===== src/rtl/uart_echo_pkg.sv =====
// Shared types and constants for the UART echo responder: FSM encoding,
// FIFO sizing defaults and the ASCII case-conversion helper.
package uart_echo_pkg;

    typedef enum logic [1:0] {
        ST_IDLE = 2'd0,
        ST_WAIT = 2'd1,
        ST_GAP  = 2'd2
    } echo_state_t;

    localparam int DEFAULT_DEPTH  = 16;
    localparam int DEFAULT_ADDR_W = 4;

    localparam logic [7:0] ASCII_LOWER_A = 8'h61;
    localparam logic [7:0] ASCII_LOWER_Z = 8'h7A;
    localparam logic [7:0] CASE_DELTA    = 8'h20;

    function automatic logic [7:0] to_upper(input logic [7:0] b);
        if (b >= ASCII_LOWER_A && b <= ASCII_LOWER_Z)
            return b - CASE_DELTA;
        return b;
    endfunction

endpackage


===== src/rtl/uart_echo_fifo.sv =====
// Single-clock byte FIFO; dout always shows the head entry, so a pop and
// its data capture happen on the same edge.
module uart_echo_fifo
    import uart_echo_pkg::*;
#(
    parameter int DEPTH  = DEFAULT_DEPTH,
    parameter int ADDR_W = DEFAULT_ADDR_W
) (
    input  logic              clk,
    input  logic              reset,
    input  logic              push,
    input  logic [7:0]        din,
    input  logic              pop,
    output logic [7:0]        dout,
    output logic [ADDR_W:0]   count,
    output logic              empty,
    output logic              full
);

    logic [7:0]        mem [DEPTH];
    logic [ADDR_W-1:0] wr_ptr;
    logic [ADDR_W-1:0] rd_ptr;
    logic              do_push;
    logic              do_pop;

    assign empty   = (count == '0);
    assign full    = (count == (ADDR_W+1)'(DEPTH));
    assign do_push = push && !full;
    assign do_pop  = pop && !empty;
    assign dout    = mem[rd_ptr];

    always_ff @(posedge clk) begin
        if (do_push)
            mem[wr_ptr] <= din;
    end

    // Pointers wrap naturally because DEPTH is a power of two.
    always_ff @(posedge clk) begin
        if (reset) begin
            wr_ptr <= '0;
            rd_ptr <= '0;
            count  <= '0;
        end else begin
            if (do_push)
                wr_ptr <= wr_ptr + 1'b1;
            if (do_pop)
                rd_ptr <= rd_ptr + 1'b1;
            case ({do_push, do_pop})
                2'b10:   count <= count + 1'b1;
                2'b01:   count <= count - 1'b1;
                default: count <= count;
            endcase
        end
    end

endmodule


===== src/rtl/uart_echo_responder.sv =====
// Queues received bytes and echoes them through the transmitter in order.
// Optional build macro UART_ECHO_UPCASE_EN uppercases ASCII a..z on echo.
module uart_echo_responder
    import uart_echo_pkg::*;
#(
    parameter int DEPTH      = DEFAULT_DEPTH,
    parameter int ADDR_W     = DEFAULT_ADDR_W,
    parameter int GAP_CYCLES = 0
) (
    input  logic              clk,
    input  logic              reset,
    input  logic              enable,
    input  logic              rx_done,
    input  logic [7:0]        rx_data,
    input  logic              tx_done,
    input  logic              clr_overflow,
    output logic              tx_start,
    output logic [7:0]        tx_data,
    output logic              busy,
    output logic [ADDR_W:0]   fifo_count,
    output logic              fifo_empty,
    output logic              fifo_full,
    output logic              overflow,
    output logic [15:0]       echo_count
);

    localparam int GAP_W = (GAP_CYCLES > 2) ? $clog2(GAP_CYCLES) : 1;

    // Transmitter handshake: tx_start is a one-cycle request with tx_data held
    // until the matching tx_done; a tx_done seen with tx_start still high is
    // not that byte's completion and is ignored, as is any tx_done outside WAIT.
    echo_state_t       state;
    logic [GAP_W-1:0]  gap_cnt;
    logic [7:0]        head;
    logic [7:0]        head_out;
    logic              fifo_push;
    logic              fifo_pop;
    logic              done_ok;
    logic              can_release;

    uart_echo_fifo #(.DEPTH(DEPTH), .ADDR_W(ADDR_W)) u_fifo (
        .clk   (clk),
        .reset (reset),
        .push  (fifo_push),
        .din   (rx_data),
        .pop   (fifo_pop),
        .dout  (head),
        .count (fifo_count),
        .empty (fifo_empty),
        .full  (fifo_full)
    );

`ifdef UART_ECHO_UPCASE_EN
    assign head_out = to_upper(head);
`else
    assign head_out = head;
`endif

    assign fifo_push = rx_done && !fifo_full;
    assign done_ok   = tx_done && !tx_start;
    assign busy      = (state != ST_IDLE);

    // Leaving WAIT (no gap) or GAP passes through IDLE in the same edge, so
    // the next pop can fire there and back-to-back echoes lose no cycle.
    assign can_release = (state == ST_IDLE)
                      || (state == ST_WAIT && done_ok && GAP_CYCLES == 0)
                      || (state == ST_GAP  && gap_cnt == '0);
    assign fifo_pop    = can_release && enable && !fifo_empty;

    always_ff @(posedge clk) begin
        if (reset) begin
            state      <= ST_IDLE;
            gap_cnt    <= '0;
            tx_start   <= 1'b0;
            tx_data    <= 8'h00;
            overflow   <= 1'b0;
            echo_count <= 16'h0000;
        end else begin
            tx_start <= 1'b0;

            if (rx_done && fifo_full)
                overflow <= 1'b1;
            else if (clr_overflow)
                overflow <= 1'b0;

            if (state == ST_WAIT && done_ok)
                echo_count <= echo_count + 16'd1;

            if (fifo_pop) begin
                tx_data  <= head_out;
                tx_start <= 1'b1;
                state    <= ST_WAIT;
            end else begin
                case (state)
                    ST_IDLE: state <= ST_IDLE;
                    ST_WAIT: begin
                        if (done_ok) begin
                            if (GAP_CYCLES == 0) begin
                                state <= ST_IDLE;
                            end else begin
                                gap_cnt <= GAP_W'(GAP_CYCLES - 1);
                                state   <= ST_GAP;
                            end
                        end
                    end
                    ST_GAP: begin
                        if (gap_cnt == '0)
                            state <= ST_IDLE;
                        else
                            gap_cnt <= gap_cnt - GAP_W'(1);
                    end
                    default: state <= ST_IDLE;
                endcase
            end
        end
    end

endmodule

===== config.mk =====
export PLATFORM = sky130hd
export DESIGN_NAME = uart_echo_responder
export DESIGN_NICKNAME = d
export VERILOG_FILES = /design/src/rtl/uart_echo_pkg.sv /design/src/rtl/uart_echo_fifo.sv /design/src/rtl/uart_echo_responder.sv
export SDC_FILE = /design/constraint.sdc
export NUM_CORES = 1
export LEC_CHECK = 0
export CAP_MARGIN = 20
export CORE_ASPECT_RATIO = 1.5
export CORE_MARGIN = 10
export CORE_UTILIZATION = 25
export CTS_CLUSTER_SIZE = 20
export DETAILED_ROUTE_END_ITERATION = 6
export PLACE_DENSITY_LB_ADDON = 0.25
export SETUP_SLACK_MARGIN = 0.5
export SYNTH_ARGS = -nofsm -noshare
export SYNTH_HDL_FRONTEND = slang
export SYNTH_SLANG_ARGS = --single-unit

===== constraint.sdc =====
create_clock -name clk -period 6.8 [get_ports clk]
set_input_delay 1.36 -clock clk [delete_from_list [all_inputs] [get_ports clk]]
set_output_delay 1.36 -clock clk [all_outputs]
set_load 0.01 [all_outputs]

==> impl_metrics.csv, run 1 <==
group,metric,value,unit
global_routing,globalRouteMet3Util,0.0263,
floorplan,dieArea,0.0348,mm²
global_routing,grt_pass1_wl,24.4,mm
sta,report.final.slew_viol_count,0,
logic_synthesis,ys_seq_area_frac,0.672,
final_layout,areaGrowthSynthToFinish,18.8,%
logic_synthesis,synth_edf_count,128,
place,io_buffers,47,
floorplan,fp.dieH,224,µm
logic_synthesis,synthSimpleGateAreaFrac,0.0849,
route,drc,0,
sta,setup_tns,0,ns
sta,period_needed,4.01,ns
sta,setup_viol_count_final,0,
route,vias,3851,
global_routing,grt.total_usage,0.0927,
final_layout,diodes,0,
global_routing,antenna_found_initial,0,
sta,max_slew_margin,0.409,
critical_path,slowest_delay,0.50,ns
floorplan,die_width,156,µm
critical_path,cp-end-kind,"flop",
min_path,holdCritPathClass,"reg -> reg",
clocking,cts_resized,0,
sta,rsz0062_at_grt,"no",
clocking,clk_latency,0.42,ns
floorplan,rows,74,
final_layout,fin_cells,856,
clocking,cts_tree,"built",
critical_path,path_cells,"clkdlybuf4s50_1 > nand2b_1 > a221oi_2 > buf_4 > ha_1 > inv_1 > fa_1 > nor2b_1 > o21ai_0 > nand3_1 > or3b_1 > mux2_2",
logic_synthesis,synth-compound-area-share,0.0453,
logic_synthesis,synth.area.mux_share,0.109,
critical_path,worst-path-buf-inv,3,
clocking,ctsRootBufferMaster,"clkbuf_16",
place,gp_congestion,0.777,
critical_path,crit_type,"in -> reg",
final_layout,final_nets,526,
global_routing,top_usage_layer,"met2",
floorplan,start_util,0.254,
final_layout,post-route-util,0.301,
sta,finalHoldViolCount,0,
critical_path,crit_slowest_cell,"clkdlybuf4s50_1",
power_and_ir_drop,p_leak,0.00260,µW
status,status,"completed",
route,wl_per_cell,18.5,µm
logic_synthesis,ys_async_sr_fraction,0,
logic_synthesis,synth_top_family_by_area,"multiplexers",
clocking,numCtsBuffers,17,
sta,worst_pin_slew,0.883,ns
global_routing,grt_pass1_vias,4006,
global_routing,grt_max_degree,51,
logic_synthesis,synth_adder_area_share,0.0210,
clocking,htreeDepth,4,
logic_synthesis,ys_types,43,
logic_synthesis,syn_area_per_cell,15.3,µm²
logic_synthesis,syn_nets,476,
clocking,cts_setup_buffers,0,
final_layout,drive_gt1_frac,0.0934,
clocking,cts_hold_buf,0,
place,hpwl,10.6,mm
job,maxCapViolations,0,
floorplan,core-area,0.0272,mm²
logic_synthesis,synth_xor_area_frac,0.0292,
critical_path,worst_ep_required_time,7.11,ns
logic_synthesis,synthFlopType,"edfxtp_1",
critical_path,cp.arrival,4.32,ns
clocking,clockBufferDepth,2,
sta,final.setup.worst_slack,2.79,ns
critical_path,critPathTopFamily,"buffers and inverters",
power_and_ir_drop,vdd_drop_max,228,µV
clocking,path_clk_slew,0.06,ns
sta,period_share,0.589,
clocking,clock_sinks,168,
sta,max_freq,250,MHz
logic_synthesis,netlist_area,0.00691,mm²
final_layout,fillers,2733,
route,vias_per_cell,4.50,
logic_synthesis,yosysWarnings,0,
place,dp_cells,823,
power_and_ir_drop,powerDensity,323,mW/mm²
global_routing,met2_usage,0.158,
sta,skew,0.00908,ns
route,drtPass1Iterations,4,
route,first_iter_violations,229,
global_routing,grtUsageMet1,0.106,
route,antenna_left,0,
critical_path,crit_path_start_kind,"primary input",
floorplan,boundaryPins,48,
logic_synthesis,syn-instance-count,451,
global_routing,overflow,0,
route,wirelength,15.8,mm
critical_path,worstPathMaxFanout,22,
place,place_ws,2.37,ns
logic_synthesis,ys_seq_elements,168,
-- kinds of logic (layout without fill, tap and decap cells) --
logic type / Yosys count / count (layout)
flops: 168 / 168
simple gates: 121 / 121
mux: 52 / 52
compound gates: 42 / 42
buf+inv: 34 / 97
xor+xnor: 23 / 23
fa+ha+maj: 11 / 11
-- worst reg2reg max path, cell delays in order, from the launching register on --
cell and delay (ns):
dfxtp_1 0.36, nor4_2 0.53, a21boi_2 0.26, inv_1 0.10, ha_1 0.23, inv_1 0.11, fa_1 0.39, nor2b_1 0.15
o21ai_0 0.13, nand3_1 0.10, or3b_1 0.36, mux2_2 0.28
-- state kept, by name, summed over array words and instances (netlist names) --
signal         cells
echo_count        16
overflow           1
state              1
tx_data            8
tx_start           1
u_fifo.count       5
u_fifo.mem       128
u_fifo.rd_ptr      4
u_fifo.wr_ptr      4
-- where the power goes --
| part | internal [µW] | switching, µW |
|---|---|---|
| clock | 549 | 380 |
| sequential | 1170 | 52.5 |
| combinational | 236 | 259 |
-- metrics by stage --
stage	total power (µW)	hold slack (ns)	instance area, µm²
after floorplan	1560	0.516	6910
after global placement	1740	0.498	7640
after detailed placement	1750	0.503	7640
after CTS	2680	0.512	8200
after global routing	2770	0.524	8210
final	2650	0.505	8210
-- metal layers --
layer	wire length, µm	up-vias
met2	8210	84
li1	-	1812
met5	0	-
met4	221	0
met3	749	9
met1	6630	1946
-- synth_stat cells, drive strengths merged (6+ instances only) --
cell type / count / area, µm²
ha: 10 / 125
nand3: 6 / 30.0
mux2i: 35 / 350
buf: 9 / 97.6
nor2: 57 / 214
mux4: 16 / 394
dfxtp: 40 / 801
nand2: 21 / 78.8
inv: 10 / 37.5
a311oi: 15 / 131
clkbuf: 15 / 126
xor2: 16 / 140
o22ai: 14 / 93.8
xnor2: 7 / 61.3
a21oi: 7 / 35.0
edfxtp: 128 / 3840
-- layout by cell type (no fill, tap or decap), types with 3 or more instances in the layout --
cell type	instances
nand2b_1	3
clkdlybuf4s50_1	47
ha_1	10
mux4_1	9
nor3_1	5
a311oi_1	15
or3b_1	3
clkinvlp_4	3
a21oi_1	7
clkbuf_16	17
edfxtp_1	128
buf_4	7
o22ai_1	13
xnor2_1	7
inv_1	10
and3_1	5
nor2_1	57
nand4_1	5
xor2_1	16
nor2b_1	4
mux2i_1	35
dfxtp_1	39
nand2_1	21
nand3_1	6
clkbuf_1	6
mux4_2	7
nand3b_1	3
-- path summary, 6_finish.rpt --
kind         slack, ns            start  cells past startpoint               to
min reg2reg       0.50       tx_data[3]                      2       tx_data[3]
max               2.79          tx_done                     12  u_fifo.count[4]
max reg2reg       3.67  u_fifo.count[0]                     11  u_fifo.count[4]
min               0.50       tx_data[3]                      2       tx_data[3]
-- layout make-up --
cell class / instances / area [µm²] / share of cell area
inverter: 10 / 37.5 / 0.00457
sequential: 168 / 4650 / 0.566
multi-input combinational: 249 / 2000 / 0.244
clock inverter: 8 / 100 / 0.0122
timing repair buffer: 55 / 531 / 0.0647
tap: 342 / 428 / 0.0521
clock buffer: 24 / 462 / 0.0563
Power figures use the tool's default switching activity.
==> inputs of run 2 (changes only) <==
Clock period 6.8 ns to 4.1 ns, I/O delays scaled along.
==> impl_metrics.csv, run 2 (synthesis gave the netlist of run 1 again) <==
group,metric,value,unit
route,drc,0,
job,maxCapViolations,0,
power_and_ir_drop,p_clk_frac,0.367,
clocking,clockBufferDepth,2,
route,first_iter_violations,195,
power_and_ir_drop,vdd_drop_max,467,µV
power_and_ir_drop,p_comb_frac,0.179,
floorplan,rows,74,
place,dp_cells,824,
critical_path,cp.arrival,3.50,ns
floorplan,dieArea,0.0348,mm²
global_routing,grt.total_usage,0.0906,
route,vias,3843,
final_layout,final_nets,526,
sta,max_slew_margin,0.360,
critical_path,worst_ep_required_time,4.42,ns
sta,period_needed,3.18,ns
sta,timing.hold.ws,0.495,ns
critical_path,crit_path_start_kind,"primary input",
critical_path,worstPathMaxFanout,4,
global_routing,antenna_found_initial,0,
global_routing,overflow,0,
clocking,cts_tree,"built",
sta,skew,0.00945,ns
final_layout,largest_reg_flops,128,
floorplan,fp.dieH,224,µm
global_routing,grt_pass1_wl,23.8,mm
clocking,cts_resized,0,
sta,rsz0062_at_grt,"no",
place,hpwl,10.7,mm
sta,setup_viol_count_final,0,
global_routing,grt_pass1_vias,4026,
sta,finalHoldViolCount,0,
floorplan,boundaryPins,48,
status,status,"completed",
route,wirelength,15.5,mm
floorplan,core-area,0.0272,mm²
clocking,cts_setup_buffers,0,
floorplan,start_util,0.254,
power_and_ir_drop,powerDensity,545,mW/mm²
min_path,holdCritPathClass,"reg -> reg",
clocking,cts_hold_buf,0,
critical_path,cp-end-kind,"flop",
clocking,path_clk_slew,0.07,ns
route,wl_per_cell,18.1,µm
sta,setup_tns,0,ns
final_layout,diodes,0,
sta,max_freq,314,MHz
final_layout,top_register,"u_fifo.mem",
floorplan,die_width,156,µm
final_layout,mostFrequentLayoutCells,"128 x edfxtp_1, 57 x nor2_1, 47 x clkdlybuf4s50_1",
clocking,htreeDepth,4,
clocking,clock_sinks,168,
power_and_ir_drop,power_switching,1160,µW
route,vias_per_cell,4.49,
sta,report.final.slew_viol_count,0,
clocking,numCtsBuffers,17,
final_layout,top_regs,"u_fifo.mem x128, echo_count x16, tx_data x8",
final_layout,areaGrowthSynthToFinish,19.7,%
clocking,ctsRootBufferMaster,"clkbuf_16",
final_layout,fillers,2702,
sta,worst_pin_slew,0.957,ns
global_routing,grt_max_degree,51,
route,met2_wirelength,8.16,mm
place,io_buffers,47,
power_and_ir_drop,swShare,0.258,
route,drtPass1Iterations,6,
power_and_ir_drop,p_leak,0.00263,µW
route,wl_met1,6.20,mm
route,topRoutingLayerUsed,"met4",
final_layout,fin_cells,856,
final_layout,post-route-util,0.304,
critical_path,crit_type,"in -> reg",
route,wl_met3,862,µm
power_and_ir_drop,seqPwrFrac,0.453,
final_layout,mostFrequentLayoutCell,"edfxtp_1",
power_and_ir_drop,intPower,3340,µW
sta,period_share,0.776,
final_layout,drive_gt1_frac,0.103,
place,gp_congestion,0.785,
clocking,clk_latency,0.43,ns
route,antenna_left,0,
## run 2: cell count changes in the layout (fill, tap and decap cells not counted)
cell        delta
clkbuf_1       -6
clkinv_2       +3
bufinv_16      +2
buf_12         +1
clkbuf_4       -1
clkbuf_8       -1
clkinv_1       +1
clkinvlp_2     +1
## run 2: power groups by stage
| stage | registers [µW] | clock network, µW | logic [µW] |
|---|---|---|---|
| 6_report | 2040 | 1650 | 807 |
| 5_1_grt | 2060 | 1770 | 891 |
| 4_1_cts | 2040 | 1700 | 827 |
| 3_5_place_dp | 2080 | 0 | 824 |
| 3_3_place_gp | 2070 | 0 | 812 |
| 2_1_floorplan | 2070 | 0 | 518 |
## run 2: metal layers
| layer | global-route usage | vias to the layer above |
|---|---|---|
| li1 | - | 1811 |
| met1 | 0.0999 | 1928 |
| met2 | 0.159 | 85 |
| met3 | 0.0257 | 19 |
| met4 | 0.0381 | 0 |
| met5 | 0 | - |
## run 2: path summary, 6_finish.rpt
path | startpoint | end | slack (ns) | depth (start not counted)
max | tx_done | u_fifo.count[4] | 0.92 | 11
min | tx_data[1] | tx_data[1] | 0.50 | 2
max reg2reg | u_fifo.count[0] | u_fifo.count[4] | 1.09 | 11
min reg2reg | tx_data[1] | tx_data[1] | 0.50 | 2
## run 2: final cells by class
type	instances	area, µm²	area share
Sequential cell	168	4650	0.562
Multi-Input combinational cell	249	2000	0.242
Timing Repair Buffer	55	543	0.0657
Tap cell	342	428	0.0518
Clock buffer	17	425	0.0515
Clock inverter	15	184	0.0223
Inverter	10	37.5	0.00454
## run 2: worst max-delay path: stages
cell and delay (ns):
clkdlybuf4s50_1 0.49, nand2b_1 0.10, a221oi_2 0.33, ha_1 0.28
inv_1 0.10, fa_1 0.39, nor2b_1 0.16, o21ai_0 0.12
nand3_1 0.09, or3b_1 0.35, mux2_2 0.27
## run 2: metrics by stage
| stage | worst slack, ns | total power [µW] | instance area (µm²) |
|---|---|---|---|
| after global placement | 0.500 | 2880 | 7660 |
| after global routing | 0.762 | 4710 | 8270 |
| after floorplan | 0.926 | 2590 | 6910 |
| final | 0.919 | 4500 | 8270 |
| after detailed placement | 0.443 | 2900 | 7660 |
| after CTS | 0.899 | 4570 | 8270 |
==> inputs of run 3 (changes only) <==
Clock period 4.1 ns to 2.9 ns, I/O delays scaled along.
==> impl_metrics.csv, run 3 (synthesis gave the netlist of run 1 again) <==
group,metric,value,unit
status,status,"completed",
global_routing,grt.total_usage,0.0959,
final_layout,largest_reg_flops,128,
global_routing,grt_pass1_vias,4304,
route,drc,0,
route,vias_per_cell,4.55,
power_and_ir_drop,p_leak,0.00282,µW
sta,rsz0062_at_grt,"yes",
final_layout,post-route-util,0.314,
floorplan,fp.dieH,224,µm
floorplan,rows,74,
power_and_ir_drop,seqPwrFrac,0.444,
floorplan,dieArea,0.0348,mm²
sta,report.final.slew_viol_count,0,
route,vias,4029,
clocking,numCtsBuffers,17,
final_layout,areaGrowthSynthToFinish,23.9,%
critical_path,cp-end-kind,"flop",
final_layout,mostFrequentLayoutCell,"edfxtp_1",
global_routing,grt_pass1_wl,25.5,mm
route,drtPass1Iterations,4,
sta,worst_pin_slew,0.712,ns
final_layout,diodes,0,
sta,setup_viol_count_final,0,
job,maxCapViolations,0,
place,io_buffers,47,
place,dp_cells,848,
final_layout,top_regs,"u_fifo.mem x128, echo_count x16, tx_data x8",
power_and_ir_drop,vdd_drop_max,471,µV
final_layout,top_register,"u_fifo.mem",
power_and_ir_drop,p_comb_frac,0.206,
floorplan,boundaryPins,48,
sta,finalHoldViolCount,0,
route,wirelength,16.5,mm
route,wl_per_cell,18.7,µm
power_and_ir_drop,intPower,4680,µW
power_and_ir_drop,swShare,0.284,
critical_path,cp.arrival,2.85,ns
route,first_iter_violations,221,
critical_path,worst_ep_required_time,3.21,ns
final_layout,drive_gt1_frac,0.182,
final_layout,final_nets,556,
global_routing,antenna_found_initial,0,
place,gp_congestion,0.777,
power_and_ir_drop,powerDensity,764,mW/mm²
clocking,htreeDepth,4,
critical_path,crit_path_start_kind,"flop",
critical_path,worstPathMaxFanout,5,
route,antenna_left,0,
clocking,ctsRootBufferMaster,"clkbuf_16",
clocking,clk_latency,0.42,ns
floorplan,core-area,0.0272,mm²
clocking,clock_sinks,168,
place,place_area,0.00789,mm²
floorplan,die_width,156,µm
final_layout,mostFrequentLayoutCells,"128 x edfxtp_1, 57 x nor2_1, 43 x clkdlybuf4s50_1",
global_routing,grt_max_degree,36,
power_and_ir_drop,p_clk_frac,0.349,
global_routing,overflow,0,
critical_path,crit_type,"reg -> reg",
sta,period_share,0.877,
clocking,cts_tree,"built",
sta,period_needed,2.54,ns
sta,max_freq,393,MHz
final_layout,final_cell_area,0.00856,mm²
sta,skew,0.0132,ns
power_and_ir_drop,power_switching,1860,µW
clocking,clockBufferDepth,2,
final_layout,fin_cells,886,
place,hpwl,11.5,mm
sta,max_slew_margin,0.524,
min_path,holdCritPathClass,"reg -> reg",
clocking,path_clk_slew,0.07,ns
clocking,cts_hold_buf,0,
floorplan,start_util,0.254,
-- run 3: cell count changes in the layout (fill, tap and decap cells not counted), moves of 4 or more --
cell,change
inv_8,+4
clkdlybuf4s50_1,-4
buf_4,+30
dlygate4sd2_1,+4
dfxtp_1,-5
-- run 3: area by class of cell --
class,instances,area [µm²]
clock inverters,15,180
flip-flops and latches,168,4660
fillers,2725,18700
repair buffers,85,763
clock buffers,17,425
inverters,10,40.0
multi-input cells,249,2060
well taps,342,428
-- run 3: what timing repair did --
item / in CTS / in global routing
setup buffers: 6 / 0
endpoints found under the setup margin: 3 / 2
pin swaps: 5 / 0
resized for setup: 16 / 2
-- run 3: power groups by stage --
stage | Clock, µW | Sequential [µW] | Combinational, µW
2_1_floorplan | 0 | 2940 | 785
3_3_place_gp | 0 | 2940 | 1290
3_5_place_dp | 0 | 2950 | 1310
4_1_cts | 2340 | 2910 | 1370
5_1_grt | 2450 | 2930 | 1480
6_report | 2280 | 2910 | 1350
-- run 3: metrics by stage --
step	setup slack [ns]	hold slack, ns	TNS (ns)	total power, µW
final	0.355	0.511	0	6540
after global routing	0.231	0.542	0	6860
after CTS	0.351	0.513	0	6620
after detailed placement	-0.360	0.503	-0.360	4260
after global placement	-0.304	0.497	-0.304	4230
after floorplan	0.149	0.516	0	3730
-- run 3: layer usage --
layer,part of all wire,GRT usage,routed length [µm]
met4,0.013,0.0309,209
met2,0.52,0.170,8650
met3,0.051,0.0242,840
met1,0.41,0.109,6830
met5,0,0,0
-- run 3: worst max-delay path: stages, from the launching register on --
cell and delay [ns]:
dfxtp_4 0.39, nor4_4 0.05, buf_4 0.15, a221oi_4 0.29, ha_4 0.21, inv_4 0.04, fa_2 0.36, nor2b_4 0.14
o21ai_2 0.07, nand3_1 0.06, or3b_4 0.38, mux2_4 0.30
-- run 3: final timing paths --
path              slack, ns  cells after the start         endpoint             from
setup / recovery       0.36                     11  u_fifo.count[4]  u_fifo.count[1]
hold / removal         0.51                      2       tx_data[3]       tx_data[3]
setup reg to reg       0.36                     11  u_fifo.count[4]  u_fifo.count[1]
hold reg to reg        0.51                      2       tx_data[3]       tx_data[3]
